--- src/rtl/prng_pkg.sv ---
// ============================================================================
// Module  : prng_pkg
// Brief   : Shared constants, state type and step function for prng_lfsr.
// Revision: 1.0 - initial release
// ============================================================================
`default_nettype none

package prng_pkg;

    localparam logic [31:0] PRNG_DEFAULT_TAPS = 32'h8020_0003;
    localparam logic [31:0] PRNG_DEFAULT_SEED = 32'hACE1_ACE1;

    typedef enum logic [1:0] {
        IDLE = 2'd0,
        LOAD = 2'd1,
        RUN  = 2'd2
    } prng_lfsr_state_t;

    // One right-shift Galois step: shift out bit 0, fold the taps back in when it was set.
    function automatic logic [31:0] prng_lfsr_next(input logic [31:0] s, input logic [31:0] taps);
        return (s >> 1) ^ (s[0] ? taps : 32'h0000_0000);
    endfunction

endpackage

`default_nettype wire

--- src/rtl/prng_lfsr.sv ---
// ============================================================================
// Module  : prng_lfsr
// Brief   : 32-bit Galois LFSR with byte-serial seed load (index from an
//           external prng_counter) and a valid/ready random-word output.
//           Optional PRNG_LFSR_STEP_COUNT_EN adds a handshake counter output.
// Revision: 1.0 - initial release
// ============================================================================
`default_nettype none

module prng_lfsr
    import prng_pkg::*;
#(
    parameter logic [31:0] TAPS         = PRNG_DEFAULT_TAPS,
    parameter logic [31:0] DEFAULT_SEED = PRNG_DEFAULT_SEED
) (
    input  logic        clk,
    input  logic        rstn,
    input  logic        start,
    input  logic        stop,
    input  logic        seed_valid,
    input  logic [7:0]  seed_byte,
    output logic        seed_ready,
    output logic        cnt_en,
    input  logic [1:0]  cnt,
    output logic        rnd_valid,
    input  logic        rnd_ready,
    output logic [31:0] rnd
`ifdef PRNG_LFSR_STEP_COUNT_EN
    ,
    output logic [31:0] step_cnt
`endif
);

    prng_lfsr_state_t state;
    logic [31:0]      lfsr;
    logic [31:0]      seed_buf;
    logic [31:0]      seed_word;
    logic             seed_done;
    logic             rnd_fire;

    assign seed_ready = (state != RUN);
    assign cnt_en     = (state != RUN) && seed_valid;
    assign seed_done  = cnt_en && (cnt == 2'd3);
    assign rnd_fire   = rnd_valid && rnd_ready;
    assign rnd        = lfsr;

    // Buffer with the incoming byte already merged, so the last byte can be used the same cycle.
    always_comb begin
        seed_word               = seed_buf;
        seed_word[8*cnt +: 8]   = seed_byte;
    end

    always_ff @(posedge clk) begin
        if (!rstn) begin
            state     <= IDLE;
            lfsr      <= DEFAULT_SEED;
            seed_buf  <= 32'h0000_0000;
            rnd_valid <= 1'b0;
        end else begin
            case (state)
                IDLE, LOAD: begin
                    if (cnt_en) begin
                        seed_buf <= seed_word;
                        if (seed_done) begin
                            lfsr      <= (seed_word == 32'h0000_0000) ? DEFAULT_SEED : seed_word;
                            state     <= RUN;
                            rnd_valid <= 1'b1;
                        end else begin
                            state <= LOAD;
                        end
                    end else if ((state == IDLE) && start) begin
                        state     <= RUN;
                        rnd_valid <= 1'b1;
                    end
                end
                RUN: begin
                    if (rnd_fire) begin
                        lfsr <= prng_lfsr_next(lfsr, TAPS);
                    end
                    if (stop) begin
                        state     <= IDLE;
                        rnd_valid <= 1'b0;
                    end
                end
                default: begin
                    state     <= IDLE;
                    rnd_valid <= 1'b0;
                end
            endcase
        end
    end

`ifdef PRNG_LFSR_STEP_COUNT_EN
    always_ff @(posedge clk) begin
        if (!rstn || seed_done) begin
            step_cnt <= 32'h0000_0000;
        end else if (rnd_fire) begin
            step_cnt <= step_cnt + 32'd1;
        end
    end
`endif

endmodule

`default_nettype wire

--- config.mk ---
export PLATFORM = sky130hd
export DESIGN_NAME = prng_lfsr
export DESIGN_NICKNAME = d
export VERILOG_FILES = /design/src/rtl/prng_pkg.sv /design/src/rtl/prng_lfsr.sv
export SDC_FILE = /design/constraint.sdc
export NUM_CORES = 1
export LEC_CHECK = 0
export BUFFER_PORTS_ARGS = -buffer_cell sky130_fd_sc_hd__buf_4
export CAP_MARGIN = 20
export CORE_ASPECT_RATIO = 1.1
export CORE_MARGIN = 2
export CORE_UTILIZATION = 35
export CTS_CLUSTER_DIAMETER = 100
export CTS_CLUSTER_SIZE = 16
export DETAILED_ROUTE_END_ITERATION = 12
export PLACE_DENSITY_LB_ADDON = 0.15
export SYNTH_ARGS = -nofsm -noshare
export SYNTH_HDL_FRONTEND = slang
export SYNTH_SLANG_ARGS = --single-unit
--- constraint.sdc ---
create_clock -name clk -period 6.2 [get_ports clk]
set_input_delay 1.24 -clock clk [delete_from_list [all_inputs] [get_ports clk]]
set_output_delay 1.24 -clock clk [all_outputs]
set_load 0.01 [all_outputs]
After elaboration in Yosys (flattened, before gate mapping) --
Cells that the tools add are included.
Storage, ports and cells: register bits after elaboration 67
Operators by class: shift-type cells 2, muxes and demuxes 17, reductions and logical operators 12, equal/unequal tests 10, bitwise logic cells 1, add/subtract/negate cells 1
Operators with widths (count):
- 2-to-1 mux 32 bit | 5
- one-hot mux 32 bit (2 select lines) | 1
- negation 5 -> 34 bit | 1
- variable shift 8 x 34 -> 32 bit (first input constant) | 1
- variable part select 8 x 34 -> 32 bit | 1
- bitwise mux 32 bit | 1
- logical NOT 32 bit | 1
- XOR 31 x 32 -> 32 bit | 1
- inequality test 2 bit (second input constant) | 5
- 2-to-1 mux 2 bit | 4
- inequality test 3 bit (second input constant) | 2
- == test 2 bit (second input constant) | 2
- logical AND 1 bit | 4
- 2-to-1 mux 1 bit | 4
- one-hot mux 2 bit (2 select lines) | 1
- AND reduction 2 bit | 2
- AND reduction 4 bit | 1
- AND reduction 3 bit | 1
- == test 2 x 1 -> 1 bit (second input constant) | 1
- logical NOT 2 bit | 1
- one-hot mux 1 bit (2 select lines) | 1
- nonzero test 2 bit | 1
- OR reduction 2 bit | 1

Longest topological paths before layout --
depth in word-level cells 8, depth in mapped cells 10

Worst setup path before layout --
No wires, ideal clock.
kind input to register, from input port cnt[0], to register lfsr[0], in the netlist rnd[0], buffers on the path 2, library setup time 0.116 ns, slack 3.106 ns, arrival time 2.978 ns, cell stages on the path 9, required time 6.084 ns, cells stage by stage inv_1 ha_1 nor3b_4 o221ai_1 and4b_1 buf_2 and3_4 buf_6 o211a_1
Between the ends: longest elaborated chain between the ends 8
Ends and longest elaborated chain:
- from (decl) | line prng_lfsr.sv:24 | input logic [1:0] cnt,
- negation 5 -> 34 bit | line prng_lfsr.sv:50 | seed_word[8*cnt +: 8] = seed_byte;
- variable part select 8 x 34 -> 32 bit / variable shift 8 x 34 -> 32 bit (equally long branches) | line prng_lfsr.sv:50
- bitwise mux 32 bit | line prng_lfsr.sv:50
- logical NOT 32 bit | line prng_lfsr.sv:65 | lfsr <= (seed_word == 32'h0000_0000) ? DEFAULT_SEED : seed_word;
- 2-to-1 mux 32 bit | line prng_lfsr.sv:65
- 2-to-1 mux 32 bit | line prng_lfsr.sv:64 | if (seed_done) begin
- 2-to-1 mux 32 bit | line prng_lfsr.sv:62 | if (cnt_en) begin
- one-hot mux 32 bit (2 select lines) | line prng_lfsr.sv:60 | case (state)
- to (signal assigned) | line prng_lfsr.sv:65
- to (signal assigned) | line prng_lfsr.sv:78 | lfsr <= prng_lfsr_next(lfsr, TAPS);
- to (decl) | line prng_lfsr.sv:35 | logic [31:0] lfsr;
Parallel ways exist; a longest one is shown, timed or not. The select of a mux whose other input is x is not followed. A chain may end at the register's enable or synchronous reset.

Worst setup path after layout --
Same ends and word-level chain as after synthesis.

==> summary.md <==
| Metric | Value |
|---|---|
| Peak VDD IR | `114 µV` |
| Fin crit share | `56.4%` |
| Synth Flop Type | `dfxtp_1` |
| WS Path Type | `primary input to flip-flop` |
| Syn_nets | `464` |
| Io pins | `51` |
| Pwr Total | `1.48 mW` |
| Die W | `103 µm` |
| Critical Path RT | `6420 ps` |
| Congestion Overflow GR | `0` |
| DR iter-0 viols | `approximately 250` |
| Largest net degree at the start of global routing | `64` |
| Final #Nets | `488` |
| Setup TNS Final | `0 ps` |
| CP max-delay cell | `nor3b_4` |
| Seq/Total Area, Yosys | `35.4%` |
| Post-Syn Instances | `442` |
| Syn Area/Cell | `between 8 and 9 µm²` |
| Drt first pass iters | `5` |
| Most common library cells after synthesis | `dfxtp_1, nor2_1, a211oi_1` |
| Seq cells post-synth | `67` |
| FMAX | `0.286 GHz` |
| Slew @ Worst Pin | `about 980 ps` |
| CTS max path bufs | `2` |
| Clk_skew | `7.81 ps` |
| Detailed Place HPWL | `7800 µm` |
| Root Buffer | `clkbuf_16` |
| DP Cell Count | `roughly 600` |
| WL per Instance | `18.8 µm` |
| Clock Sinks | `67` |
| Core area | `10500 µm²` |
| Die outline height | `113 µm` |
| Hold WC Path Type | `flip-flop to flip-flop` |
| Yosys top cell area share | `35.4%` |
| Cell variety after synth | `56` |
| Status | `finished, final reports clean` |
| Antenna Nets Post-Route | `0` |
| Clk_lat worst skew | `330 ps` |
| Starting density of the core | `36.1%` |
| Synth Cell Area | `roughly 3800 µm²` |
| WL final | `11500 µm` |
| Slew headroom | `34.6%` |
| Initial antenna violation count | `0` |
| Hold-fix buffers, CTS | `0` |
| H-Tree Depth | `3` |
| CTS buffer count | `9` |
| Yosys top cell by area | `dfxtp_1` |
| GR met3 Demand/Resource | `3.58%` |
| Clock-pin slew on the worst setup and hold paths | `roughly 50 ps` |
| EDFF count, synth | `0` |
| Vias in the first global route | `3318` |
| Arrival time worst endpoint | `3710 ps` |
| Cell Count, Final, Fillers Out | `612` |
| Fin. max-slew vios | `0` |
| Inserted Diodes | `0` |
| Area contributors post-synth | `dfxtp_1, a211oi_1, nor2_1` |
| First-pass GRT wire length | `18200 µm` |
| Post-cts sizing count | `0` |
| Min Hold Slack | `488 ps` |
| Crit-path max FO | `18` |
| Met1 GRT Util | `26.7%` |
| # rows | `39` |
| Die area | `11700 µm²` |
| CTS tree | `done` |
| # fillers | `1050` |
| Post-route DRC violation count | `0` |
| Grt peak-use layer | `met2` |
| Synth warn | `0` |
| Postcts setup bufs | `0` |
| PD cells | `between 300 and 400 nW/µm²` |
| CP Launch Type | `primary input` |
| Synth async-reset ratio | `0%` |
| RSZ-0062 raised after global routing | `no` |
| Dpl cell area | `around 4200 µm²` |
| Port-buffer cells | `50` |
| CP Cell Sequence | `buf_4 -> inv_1 -> ha_1 -> nor3b_4 -> a32oi_1 -> and4_1 -> a21o_1 -> o211a_1` |
| Final Critical Period | `3500 ps` |
| Final setup fails | `0` |
| CP max stage delay | `660 ps` |
| Max_cap viols | `0` |
| Area growth syn-to-layout | `17.6%` |
| Layout cell share with drive strength beyond 1 | `17.5%` |
| M2 GR Usage | `32.4%` |
| CP Capture Type | `flip-flop` |
| Design area | `4460 µm²` |
| Tot GR Track Use | `20.2%` |
| Leakage Power | `~1.7 nW` |
| Vias per cell | `5.80` |
| Final hold vios | `0` |
| GPL Wtd Cong | `0.801` |
| Vias post-DR | `3552` |
-- state kept, by name, summed over array words and instances (netlist names) --
signal and flops:
seed_buf 32, rnd 32, state 2, rnd_valid 1
-- power breakdown --
group,switching [mW],internal (mW),total (mW)
Sequential,0.0654,0.498,0.564
Clock,0.184,0.316,0.501
Combinational,0.227,0.186,0.413
-- cell usage in the layout, fill, tap and decap left out, types with 6 or more instances in the layout --
cell type,n
clkbuf_16,9
o21ai_0,17
inv_1,18
nor2b_1,9
a32oi_1,19
ha_1,6
a21o_1,14
nor2_1,67
a211oi_1,49
o211ai_1,13
a21oi_1,21
o2111ai_1,13
a31oi_1,9
buf_4,55
o211a_1,11
nand2_1,7
dfxtp_1,67
-- kinds of logic after synthesis --
| family | count (synthesis) | share of synthesized area, % |
|---|---|---|
| AOI/OAI and AO/OA | 195 | 38.8 |
| xor gates and xnor gates | 3 | 0.694 |
| adders and majority gates | 6 | 1.98 |
| buffers and inverters | 62 | 7.83 |
| DFF | 67 | 35.4 |
| muxes | 1 | 0.264 |
| and+or+nand+nor | 108 | 15.0 |
-- routing by layer --
metal  part of all wire [%]  wire length, µm
met5                      0                0
met4                    2.2              252
met3                    3.9              450
met2                     49             5660
met1                     45             5160
-- per-stage QoR --
step	worst slack, ps	util [%]
final	2700	42.5
after global routing	2550	42.5
after CTS	2720	42.5
after detailed placement	2390	39.8
after global placement	2410	39.8
after floorplan	3110	-
-- worst paths after layout --
| check | end | startpoint | cells past startpoint | slack (ps) |
|---|---|---|---|---|
| max | rnd[0] | cnt[0] | 8 | 2700 |
| min | rnd[1] | rnd[1] | 2 | 490 |
| max reg2reg | rnd[29] | state[1] | 7 | 3460 |
| min reg2reg | rnd[1] | rnd[1] | 2 | 490 |
-- worst max-delay path: cells and delay by family --
kind | cells | cell delay [ps]
simple gates | 2 | 1160
buf+inv | 2 | 210
compound gates | 3 | 680
fa+ha+maj | 1 | 390
-- cell type report --
| class | instances | area, µm² | share of cell area (%) |
|---|---|---|---|
| clock inverters | 3 | 40.0 | 0.898 |
| inverters | 20 | 75.1 | 1.68 |
| clock buffers | 11 | 243 | 5.45 |
| repair buffers | 55 | 413 | 9.26 |
| well taps | 143 | 179 | 4.01 |
| flip-flops and latches | 67 | 1340 | 30.1 |
| multi-input cells | 313 | 2170 | 48.6 |
Note: power is estimated with default switching activity, not from simulation.
